## src/rtl/kmkz_writeback.sv

```systemverilog
// Kamikaze-uRV writeback stage: result select, load alignment, bounded load wait, RF write, bypass.
// Optional retired-instruction counter enabled by defining KMKZ_WB_RETIRE_COUNT_EN.
module kmkz_writeback #(
  parameter int unsigned MEM_TIMEOUT = 255
) (
  input  logic        clk_i,
  input  logic        rst_i,
  input  logic        w_stall_i,
  output logic        w_stall_req_o,
  input  logic [2:0]  x_fun_i,
  input  logic        x_load_i,
  input  logic        x_store_i,
  input  logic        x_valid_i,
  input  logic [4:0]  x_rd_i,
  input  logic [31:0] x_rd_value_i,
  input  logic        x_rd_write_i,
  input  logic [31:0] x_dm_addr_i,
  input  logic [1:0]  x_rd_source_i,
  input  logic [31:0] x_shifter_rd_value_i,
  input  logic [31:0] x_multiply_rd_value_i,
  input  logic [31:0] dm_data_l_i,
  input  logic        dm_load_done_i,
  output logic [4:0]  rf_rd_o,
  output logic [31:0] rf_rd_value_o,
  output logic        rf_rd_write_o,
  output logic [4:0]  w_bypass_rd_o,
  output logic [31:0] w_bypass_rd_value_o,
  output logic        w_bypass_rd_write_o,
`ifdef KMKZ_WB_RETIRE_COUNT_EN
  output logic [63:0] w_retired_o,
`endif
  output logic        w_bus_error_o
);

  localparam logic [1:0] StIdle = 2'd0;
  localparam logic [1:0] StWait = 2'd1;
  localparam logic [1:0] StHold = 2'd2;

  localparam logic [7:0] TermCount = 8'(MEM_TIMEOUT - 1);

  logic [1:0]  state_q, state_d;
  logic [7:0]  timer_q, timer_d;
  logic [31:0] load_buf_q, load_buf_d;
  logic        bus_error_d;
  logic        load_done;
  logic        is_load;
  logic [31:0] load_src;
  logic [7:0]  load_byte;
  logic [15:0] load_half;
  logic [31:0] load_value;
  logic        unused_addr;

  assign unused_addr = ^x_dm_addr_i[31:2];

  // A store never waits for load data, even if x_load_i were also set.
  assign is_load = x_valid_i & x_load_i & ~x_store_i;

  always_comb begin
    load_src = (state_q == StHold) ? load_buf_q : dm_data_l_i;
    unique case (x_dm_addr_i[1:0])
      2'd0:    load_byte = load_src[7:0];
      2'd1:    load_byte = load_src[15:8];
      2'd2:    load_byte = load_src[23:16];
      default: load_byte = load_src[31:24];
    endcase
    load_half = x_dm_addr_i[1] ? load_src[31:16] : load_src[15:0];
    case (x_fun_i)
      3'b000:  load_value = {{24{load_byte[7]}}, load_byte};
      3'b001:  load_value = {{16{load_half[15]}}, load_half};
      3'b100:  load_value = {24'd0, load_byte};
      3'b101:  load_value = {16'd0, load_half};
      default: load_value = load_src;
    endcase
  end

  always_comb begin
    state_d       = state_q;
    timer_d       = timer_q;
    load_buf_d    = load_buf_q;
    bus_error_d   = 1'b0;
    load_done     = 1'b0;
    w_stall_req_o = 1'b0;
    unique case (state_q)
      StIdle: begin
        if (is_load) begin
          if (dm_load_done_i) begin
            if (w_stall_i) begin
              state_d    = StHold;
              load_buf_d = dm_data_l_i;
            end else begin
              load_done = 1'b1;
            end
          end else begin
            w_stall_req_o = 1'b1;
            state_d       = StWait;
            timer_d       = 8'd0;
          end
        end
      end
      StWait: begin
        if (dm_load_done_i) begin
          if (w_stall_i) begin
            state_d    = StHold;
            load_buf_d = dm_data_l_i;
          end else begin
            load_done = 1'b1;
            state_d   = StIdle;
          end
        end else if (timer_q == TermCount) begin
          // Release the stall on the abandon cycle so the load retires instead of reissuing.
          state_d     = StIdle;
          bus_error_d = 1'b1;
        end else begin
          w_stall_req_o = 1'b1;
          timer_d       = timer_q + 8'd1;
        end
      end
      StHold: begin
        if (!w_stall_i) begin
          load_done = 1'b1;
          state_d   = StIdle;
        end
      end
      default: state_d = StIdle;
    endcase
  end

  always_comb begin
    rf_rd_o = x_rd_i;
    unique case (x_rd_source_i)
      2'b00:   rf_rd_value_o = x_rd_value_i;
      2'b01:   rf_rd_value_o = x_shifter_rd_value_i;
      2'b10:   rf_rd_value_o = x_multiply_rd_value_i;
      default: rf_rd_value_o = load_value;
    endcase
    rf_rd_write_o = rst_i & x_valid_i & x_rd_write_i & ~w_stall_i & (x_rd_i != 5'd0) &
                    (~is_load | load_done);
  end

  always_ff @(posedge clk_i or negedge rst_i) begin
    if (!rst_i) begin
      state_q             <= StIdle;
      timer_q             <= 8'd0;
      load_buf_q          <= 32'd0;
      w_bus_error_o       <= 1'b0;
      w_bypass_rd_o       <= 5'd0;
      w_bypass_rd_value_o <= 32'd0;
      w_bypass_rd_write_o <= 1'b0;
    end else begin
      state_q             <= state_d;
      timer_q             <= timer_d;
      load_buf_q          <= load_buf_d;
      w_bus_error_o       <= bus_error_d;
      w_bypass_rd_write_o <= rf_rd_write_o;
      if (rf_rd_write_o) begin
        w_bypass_rd_o       <= rf_rd_o;
        w_bypass_rd_value_o <= rf_rd_value_o;
      end
    end
  end

`ifdef KMKZ_WB_RETIRE_COUNT_EN
  logic retire;
  assign retire = rf_rd_write_o | (rst_i & x_valid_i & ~is_load & ~w_stall_i);

  always_ff @(posedge clk_i or negedge rst_i) begin
    if (!rst_i) begin
      w_retired_o <= 64'd0;
    end else if (retire) begin
      w_retired_o <= w_retired_o + 64'd1;
    end
  end
`endif

endmodule

```

## config.mk

```make
export PLATFORM = sky130hd
export DESIGN_NAME = kmkz_writeback
export DESIGN_NICKNAME = d
export VERILOG_FILES = /design/src/rtl/kmkz_writeback.sv
export SDC_FILE = /design/constraint.sdc
export NUM_CORES = 1
export LEC_CHECK = 0
export BUFFER_PORTS_ARGS = -buffer_cell sky130_fd_sc_hd__clkbuf_2
export CORE_MARGIN = 8
export CORE_UTILIZATION = 41
export DETAILED_ROUTE_END_ITERATION = 12
export PLACE_DENSITY_LB_ADDON = 0.08
export SYNTH_ARGS = -nofsm -noshare
export SYNTH_HDL_FRONTEND = slang
export SYNTH_SLANG_ARGS = --single-unit
```

## constraint.sdc

```tcl
create_clock -name clk_i -period 2.44 [get_ports clk_i]
set_clock_uncertainty 0.05 [all_clocks]
set_input_delay 0.488 -clock clk_i [delete_from_list [all_inputs] [get_ports clk_i]]
set_output_delay 0.488 -clock clk_i [all_outputs]
set_load 0.01 [all_outputs]
```

==> results of run 1 <==
==> cells by family (layout without fill, tap and decap cells) <==
kind of cell	after synthesis	count (layout)
muxes	76	76
xor gates and xnor gates	6	6
DFF	81	81
buffers and inverters	72	354
and+or+nand+nor	194	194
AOI/OAI and AO/OA	165	165
adders and majority gates	2	2
==> critical path, delay by kind of cell, from the launching register on <==
family	cells	cell delay, ns
AOI/OAI and AO/OA	3	0.39
buffers and inverters	4	0.58
DFF	1	0.37
muxes	1	0.56
and+or+nand+nor	1	0.14
==> stage by stage <==
stage	instance area [um^2]	instances
final	7860	1054
after global routing	7860	1054
after detailed placement	7320	1025
after global placement	7320	1025
after CTS	7730	1047
after floorplan	5580	596
==> worst paths after layout <==
path,start,to,cells after the start,slack [ns]
max in group asynchronous,rst_i,w_bypass_rd_value_o[31],2,1.26
min in group asynchronous,rst_i,timer_q[6],2,0.38
setup reg to reg,state_q[0],w_bypass_rd_value_o[11],10,0.02
hold / removal,x_rd_i[2],w_bypass_rd_o[2],3,0.31
hold reg to reg,load_buf_q[11],load_buf_q[11],2,0.43
setup / recovery,state_q[0],rf_rd_value_o[23],9,-0.48
==> power by group through the flow <==
stage          combinational (mW)  clock [mW]  sequential [mW]
2_1_floorplan               0.776           0             1.93
5_1_grt                      1.76        1.33             1.93
4_1_cts                      1.58        1.28             1.88
3_5_place_dp                 1.54           0             1.90
3_3_place_gp                 1.51           0             1.87
6_report                     1.60        1.25             1.88
==> Yosys cell counts (11+ instances only) <==
cell type and number:
mux2i_1 15, o21ai_0 34, a21oi_1 21, o22a_1 11, nor2_1 20, nand2_1 98, buf_2 11, nand2b_1 14
inv_1 23, mux2_2 58, nand3b_1 16, clkbuf_1 24, nand3_1 11, dfrtp_1 81
==> cell usage in the layout (no fill, tap or decap), drive strengths merged, types with 9 or more instances in the layout <==
master and n:
a21boi 11, a21oi 22, a31oi 9, buf 104, clkbuf 223, dfrtp 81
inv 24, mux2 58, mux2i 15, nand2 98, nand2b 15, nand3 11
nand3b 16, nor2 20, o211ai 10, o21ai 34, o221ai 14, o22a 11
o22ai 10
==> routing by layer <==
metal	track usage	up-vias	part of all wire
li1	-	2723	-
met1	0.293	2759	0.43
met2	0.392	230	0.49
met3	0.0598	19	0.071
met4	0.0651	0	0.013
met5	0	-	0
==> flip-flops by register name (all words and copies together) (netlist names) <==
signal / flops
load_buf_q: 32
state_q: 2
timer_q: 8
w_bus_error_o: 1
w_bypass_rd_o: 5
w_bypass_rd_value_o: 32
w_bypass_rd_write_o: 1
==> repair_timing <==
item	CTS	global route
pin swaps	9	11
buffers inserted	8	8
hold buffers	0	0
endpoints found under the setup margin	37	44
cloned	0	0
gates resized for setup	26	30
==> final cells by class <==
cell class	count	area [um^2]
Timing Repair Buffer	316	1910
Tap cell	176	220
Fill cell	1192	5330
Sequential cell	81	2030
Multi-Input combinational cell	443	3350
Clock inverter	3	18.8
Inverter	24	90.1
Clock buffer	11	243
==> flow_summary.yaml, run 1 <==
yosys:
  synth.ff_latch_count: 81
  synth_top_family_by_area: "compound AO/OA/AOI/OAI gates"
  synth_warnings: 0
  synth_ff_type: "dfrtp_1"
  synth_area_leaders: "dfrtp_1 (37%), mux2_2 (12%), nand2_1 (6.7%), o21ai_0 (3.1%), mux2i_1 (2.7%)"
  syn_area_mm2: 0.00549
  synth-xor-area-share: 0.00957
  synth-edff-count: 0
  synth.distinct_cells: 62
  async_flop_share: 1.00
  yosysTopAreaCellShare: 0.369
  synth_fp_nets: 776
  ys_seq_area_frac: 0.369
  synth-adder-area-share: 0.00455
  postSynthCellCount: 596
  synthSimpleGateAreaFrac: 0.176
  synth_top_area_cell: "dfrtp_1"
  syn_avg_cell_area_um2: 9.22
  synthMuxAreaShare: 0.159
  synth-compound-area-share: 0.226
detailed_routing:
  drtPass1Iterations: 5
  drtAntennaViolNets: 0
  wirelength_um: 20400
  viasPerCell: 5.44
  via_count: 5731
  drc: 0
  dr.first_iter.drc_count: 328
  wl_per_cell_um: 19.3
final_layout:
  antennaDiodeCount: 0
  final_nets: 1055
  drive_above_1_share: 0.499
  fin_util: 0.596
  syn_to_final_growth_pct: 43.0
place:
  dp_slack_ns: -0.224
  io_buffers: 225
  dp_hpwl_um: 16400
  gp_congestion: 0.889
grt:
  grt-ovfl-total: 0
  grt_pass1_wl_um: 32900
  antenna_found_initial: 0
  grtUsageTotal: 0.234
  grt_pass1_vias: 6102
  grt_start_max_net_pins: 82
floorplanning:
  die-width_um: 132
  coreArea_mm2: 0.0132
  die_y_um: 132
  ioPinCount: 256
  rows: 42
  initial_core_util: 0.417
  die-area_mm2: 0.0174
power_and_ir_drop:
  power.total_mw: 4.73
  vdd_drop_max_mv: 0.348
  p_comb_frac: 0.339
  power.leakage_nw: 3.89
  p_seq_frac: 0.396
  p_sw_mw: 1.56
  p_per_area_mw_per_mm2: 602
  intPower_mw: 3.18
  clkPwrFrac: 0.265
  p_sw_frac: 0.329
hold_path:
  hold_path.class: "in2reg"
sta:
  fin_ws_ns: -0.482
  worstMarginPinSlew_ns: 1.08
  slew_headroom: 0.283
  max_freq_mhz: 342
  period_needed_ns: 2.92
  setup_tns_ns: -12.38
  timing.hold.ws_ns: 0.315
  hold_viol: 0
  setup_viol: 33
  rsz0062_at_grt: "yes"
  final.period_utilization: 1.20
  slew_violations: 0
status:
  violations: "negative setup slack"
  status: "finished with violations"
clock_network:
  clk_pin_slew_worst_paths_ns: 0.06
  cts_buffer_depth: 2
  clk_latency_ns: 0.34
  cts_sinks: 81
  cts_tree: "built"
  numCtsBuffers: 9
  cts_root_buffer: "clkbuf_16"
  htree_levels: 3
worst_setup_path:
  start_kind: "flip-flop"
  cp_max_fo: 6
  max_stage_delay_ns: 0.56
  slowest_stage: "mux4_2"
  path_class: "reg2out"
  cp_cell_sequence: "nand2b_4 > mux4_2 > o41ai_2 > buf_4 > a21oi_4 > buf_6 > buf_4 > a21boi_4 > buf_6"
  worst_ep_required_time_ns: 1.90
  cp-end-kind: "primary output"
  arrival_ns: 2.38
flow_run:
  maxCapViolCount: 0
Note: power is estimated with default switching activity, not from simulation.
==> inputs of run 2 (changes only) <==
==> constraint.sdc (replaced) <==
create_clock -name clk_i -period 2.5 [get_ports clk_i]
set_clock_uncertainty 0.05 [all_clocks]
set_input_delay 0.5 -clock clk_i [delete_from_list [all_inputs] [get_ports clk_i]]
set_output_delay 0.5 -clock clk_i [all_outputs]
set_load 0.01 [all_outputs]
==> flow_summary.yaml, run 2 (synthesis results as in run 1) <==
status:
  status: "finished with violations"
  violations: "negative setup slack"
final_layout:
  final_cell_mix: "clkbuf_2 (201), nand2_1 (97), dfrtp_1 (80), buf_4 (72), mux2_2 (58)"
  reg.largest.list: "load_buf_q: 32 flops, w_bypass_rd_value_o: 32 flops, timer_q: 8 flops"
  drive_above_1_share: 0.497
  num-fill-cells: 1148
  multi_input_area_mm2: 0.00333
  final_nets: 1049
  final-seq-area_mm2: 0.00203
  syn_to_final_growth_pct: 43.5
  finalInstanceArea_mm2: 0.00788
  layout_commonest_cell: "clkbuf_2"
worst_setup_path:
  cp_cell_sequence: "buf_6 > and3b_2 > a2111oi_4 > buf_4 > a211oi_4 > a21oi_4 > buf_12 > a21oi_4 > buf_2"
  path_class: "reg2out"
  cp_top_family: "compound AO/OA/AOI/OAI gates"
  worst_ep_required_time_ns: 1.95
  arrival_ns: 2.37
  cp-end-kind: "primary output"
  slowest_stage: "dfrtp_2"
  cp.buffers_inverters: 4
  cp_max_fo: 10
  start_kind: "flip-flop"
  crit_top_cell: "a21oi_4"
  max_stage_delay_ns: 0.44
power_and_ir_drop:
  power.leakage_nw: 3.89
  vdd_drop_max_mv: 0.441
  p_per_area_mw_per_mm2: 605
sta:
  slew_violations: 0
  max_freq_mhz: 342
  period_needed_ns: 2.92
  setup_viol: 30
  fin_ws_ns: -0.421
  rsz0062_at_grt: "yes"
  slew_headroom: 0.591
  final.period_utilization: 1.17
  hold_viol: 0
  worstMarginPinSlew_ns: 0.613
clock_network:
  postCtsHoldBufs: 0
  cts_buffer_depth: 2
  clk_pin_slew_worst_paths_ns: 0.06
  htree_levels: 3
  clk_latency_ns: 0.34
  cts_tree: "built"
  cts_root_buffer: "clkbuf_16"
  cts_sinks: 81
  numCtsBuffers: 9
floorplanning:
  ioPinCount: 256
  die-width_um: 132
  rows: 42
  coreArea_mm2: 0.0132
  initial_core_util: 0.417
  die_y_um: 132
  die-area_mm2: 0.0174
detailed_routing:
  drtPass1Iterations: 4
  drtAntennaViolNets: 0
  viasPerCell: 5.49
  via_count: 5769
  wirelength_um: 20500
  wl_per_cell_um: 19.5
  drc: 0
  dr.first_iter.drc_count: 349
flow_run:
  maxCapViolCount: 0
place:
  dp_hpwl_um: 16300
  gp_congestion: 0.857
  io_buffers: 225
  dpl_cell_area_mm2: 0.00732
  dp_slack_ns: -0.182
grt:
  grt_pass1_wl_um: 32300
  grt_pass1_vias: 6036
  grt-ovfl-total: 0
  top_usage_layer: "met2"
  antenna_found_initial: 1
  gr-usage-met2: 0.402
  grtUsageTotal: 0.231
  grt_start_max_net_pins: 51
  grtUsageMet3: 0.0556
  met1_usage: 0.273
hold_path:
  hold_path.class: "in2async"
[run 2: final cells by class]
cell class / instances / area share
antenna: 1 / 0.000318
sequential: 81 / 0.257
tap: 176 / 0.0279
inverter: 24 / 0.0114
multi-input combinational: 443 / 0.423
timing repair buffer: 310 / 0.241
clock inverter: 4 / 0.00651
clock buffer: 12 / 0.0325
[run 2: where the power goes]
| part | total [mW] | switching, mW | leakage [nW] | internal (mW) |
|---|---|---|---|---|
| Sequential | 1.83 | 0.189 | 1.01 | 1.64 |
| Combinational | 1.57 | 0.795 | 2.74 | 0.770 |
| Clock | 1.37 | 0.542 | 0.149 | 0.829 |
[run 2: worst reg2reg max path, stage by stage, from the launching register on]
cell and delay (ns):
dfrtp_1 0.40, buf_4 0.17, nor2b_4 0.13, buf_6 0.16
nor3_1 0.07, or3_1 0.38, inv_2 0.10, buf_4 0.15
buf_4 0.28, mux2_2 0.39
[run 2: final timing paths]
check / start / endpoint / slack, ns / depth (start not counted)
worst max-delay path: state_q[1] / rf_rd_value_o[22] / -0.42 / 9
worst min-delay path: rst_i / w_bus_error_o / 0.16 / 2
worst max register to register: state_q[0] / w_bypass_rd_value_o[1] / 0.12 / 9
worst min register to register: w_bypass_rd_o[4] / w_bypass_rd_o[4] / 0.43 / 2
max in group asynchronous: rst_i / w_bypass_rd_value_o[25] / 1.22 / 3
min in group clk_i: x_rd_i[1] / w_bypass_rd_o[1] / 0.34 / 3
[run 2: through the flow]
| step | power, mW | setup TNS [ns] | hold WS, ns | utilization | std cells |
|---|---|---|---|---|---|
| final | 4.77 | -10.01 | 0.162 | 0.598 | 1051 |
| after global routing | 5.03 | -12.70 | 0.203 | 0.598 | 1051 |
| after CTS | 4.77 | -10.74 | 0.176 | 0.588 | 1046 |
| after detailed placement | 3.35 | -2.93 | 0.416 | 0.555 | 1022 |
| after global placement | 3.30 | -1.98 | 0.411 | 0.555 | 1022 |
| after floorplan | 2.65 | -0.558 | 0.154 | - | 596 |
[run 2: routing by layer]
layer / vias up / part of all wire
li1: 2717 / -
met1: 2828 / 0.43
met2: 203 / 0.50
met3: 21 / 0.060
met4: 0 / 0.018
met5: - / 0
[run 2: what timing repair did]
action,in CTS,in global routing
buffers inserted,9,6
resized for setup,20,40
setup endpoints to repair,44,57
pin swaps,11,12
hold endpoints to repair,0,0
==> inputs of run 3 (changes only) <==
--- a/config.mk
+++ b/config.mk
@@ -6,8 +6,10 @@
 export NUM_CORES = 1
 export LEC_CHECK = 0
 export BUFFER_PORTS_ARGS = -buffer_cell sky130_fd_sc_hd__clkbuf_2
+export CELL_PAD_IN_SITES_DETAIL_PLACEMENT = 1
+export CELL_PAD_IN_SITES_GLOBAL_PLACEMENT = 1
 export CORE_MARGIN = 8
-export CORE_UTILIZATION = 41
+export CORE_UTILIZATION = 31
 export DETAILED_ROUTE_END_ITERATION = 12
 export PLACE_DENSITY_LB_ADDON = 0.08
 export SYNTH_ARGS = -nofsm -noshare
==> flow_summary.yaml, run 3 (synthesis results as in run 1) <==
sta:
  max_freq_mhz: 339
  worstMarginPinSlew_ns: 0.832
  final.period_utilization: 1.18
  hold_viol: 0
  setup_tns_ns: -11.26
  slew_headroom: 0.444
  period_needed_ns: 2.95
  fin_ws_ns: -0.454
  rsz0062_at_grt: "yes"
  slew_violations: 0
  setup_viol: 32
worst_setup_path:
  timing.reg2reg.setup_slack_ns: 0.13
  worstReg2RegStart: "state_q[0]"
  timing.critical_path.from: "state_q[0]"
  cp-end-kind: "primary output"
  worst_ep_required_time_ns: 1.95
  cp_max_fo: 3
  path_class: "reg2out"
  cp.buffers_inverters: 5
  r2r_end: "w_bypass_rd_value_o[6]"
  cp_cell_sequence: "nand2b_4 > buf_4 > buf_4 > buf_4 > buf_4 > mux2_4 > o21a_1 > a221o_1 > clkbuf_2"
  max_stage_delay_ns: 0.38
  start_kind: "flip-flop"
  crit_top_cell: "buf_4"
  slowest_stage: "dfrtp_1"
  cp_top_family: "buffers and inverters"
  reg2regPathDepth: 10
  arrival_ns: 2.40
clock_network:
  cts_buffer_depth: 2
  htree_levels: 3
  cts_root_buffer: "clkbuf_16"
  postCtsHoldBufs: 0
  cts_tree: "built"
  clk_latency_ns: 0.35
  cts_sinks: 81
  numCtsBuffers: 9
  clk_pin_slew_worst_paths_ns: 0.06
place:
  dp_hpwl_um: 18900
  io_buffers: 225
  gp_congestion: 0.868
  dpl_cell_area_mm2: 0.00737
floorplanning:
  initial_core_util: 0.318
  coreArea_mm2: 0.0173
  die_y_um: 149
  rows: 48
  ioPinCount: 256
  die-width_um: 149
  die-area_mm2: 0.0222
final_layout:
  syn_to_final_growth_pct: 50.6
  layout_commonest_cell: "clkbuf_2"
  reg.largest.list: "load_buf_q: 32 flops, w_bypass_rd_value_o: 32 flops, timer_q: 8 flops"
  drive_above_1_share: 0.520
  finalInstanceArea_mm2: 0.00828
  final_cell_mix: "clkbuf_2 (203), nand2_1 (98), buf_4 (93), dfrtp_1 (81), mux2_2 (57)"
  fin_util: 0.478
  final_nets: 1067
power_and_ir_drop:
  vdd_drop_max_mv: 0.329
  power.leakage_nw: 4.04
  p_per_area_mw_per_mm2: 597
  power.total_mw: 4.94
grt:
  grt_pass1_vias: 6701
  antenna_found_initial: 1
  grt_start_max_net_pins: 51
  grt-ovfl-total: 0
  grtUsageTotal: 0.219
  grt_pass1_wl_um: 37600
flow_run:
  maxCapViolCount: 0
detailed_routing:
  dr.first_iter.drc_count: 207
  drtPass1Iterations: 5
  viasPerCell: 5.28
  wl_per_cell_um: 22.2
  drtAntennaViolNets: 0
  wirelength_um: 24800
  via_count: 5896
  drc: 0
status:
  violations: "negative setup slack"
  status: "finished with violations"
hold_path:
  hold_path.class: "in2async"
[run 3: changes by cell type in the layout (fill, tap and decap cells not counted), moves of 3 or more]
cell,before,now
buf_4,72,93
buf_6,13,7
o21ai_0,28,23
o2111ai_2,5,1
o2111ai_4,0,4
a21boi_0,6,3
a31oi_1,9,6
buf_2,18,15
o21ai_2,0,3
[run 3: worst max-delay path by stage]
stage,cells past startpoint,slack (ns),to
2_1_floorplan,6,-0.04,rf_rd_value_o[18]
3_3_place_gp,7,-0.53,rf_rd_value_o[24]
3_5_place_dp,7,-0.56,rf_rd_value_o[24]
4_1_cts,8,-0.50,rf_rd_value_o[23]
5_1_grt,8,-0.53,rf_rd_value_o[31]
6_report,9,-0.45,rf_rd_value_o[7]
[run 3: what timing repair did]
action,4_1_cts,5_1_grt
buffers inserted,25,4
pin swaps,16,8
hold endpoints to repair,0,0
resized for setup,52,39
gates cloned,1,0
setup endpoints to repair,48,36
[run 3: through the flow]
stage | setup slack, ns | std cells | hold slack, ns
after CTS | -0.497 | 1111 | 0.159
after detailed placement | -0.557 | 1071 | 0.418
after global routing | -0.527 | 1116 | 0.193
after floorplan | -0.0439 | 596 | 0.154
after global placement | -0.526 | 1071 | 0.412
final | -0.454 | 1116 | 0.152
[run 3: report_power, final]
group	switching [mW]	internal [mW]	total, mW
logic	0.864	0.822	1.69
clock network	0.570	0.846	1.42
registers	0.196	1.64	1.84
[run 3: worst register-to-register path, delay by kind of cell (launching register included)]
kind                   cells  cell delay [ns]
buffers and inverters      6             0.88
AND/OR/NAND/NOR            3             0.56
multiplexers               1             0.39
flip-flops                 1             0.38
[run 3: area by class of cell]
type | instances | area, um^2
Antenna cell | 1 | 2.50
Clock buffer | 12 | 267
Clock inverter | 2 | 37.5
Fill cell | 2032 | 9020
Inverter | 24 | 90.1
Multi-Input combinational cell | 443 | 3500
Sequential cell | 81 | 2030
Tap cell | 225 | 282
Timing Repair Buffer | 328 | 2070
[run 3: per-layer routing]
metal | share of wire | vias up | track usage | wire [um]
met5 | 0 | - | 0 | 0
met4 | 0.020 | 0 | 0.0737 | 502
met3 | 0.067 | 28 | 0.0516 | 1670
met2 | 0.51 | 195 | 0.387 | 12600
met1 | 0.40 | 2923 | 0.254 | 9970
li1 | - | 2750 | - | -
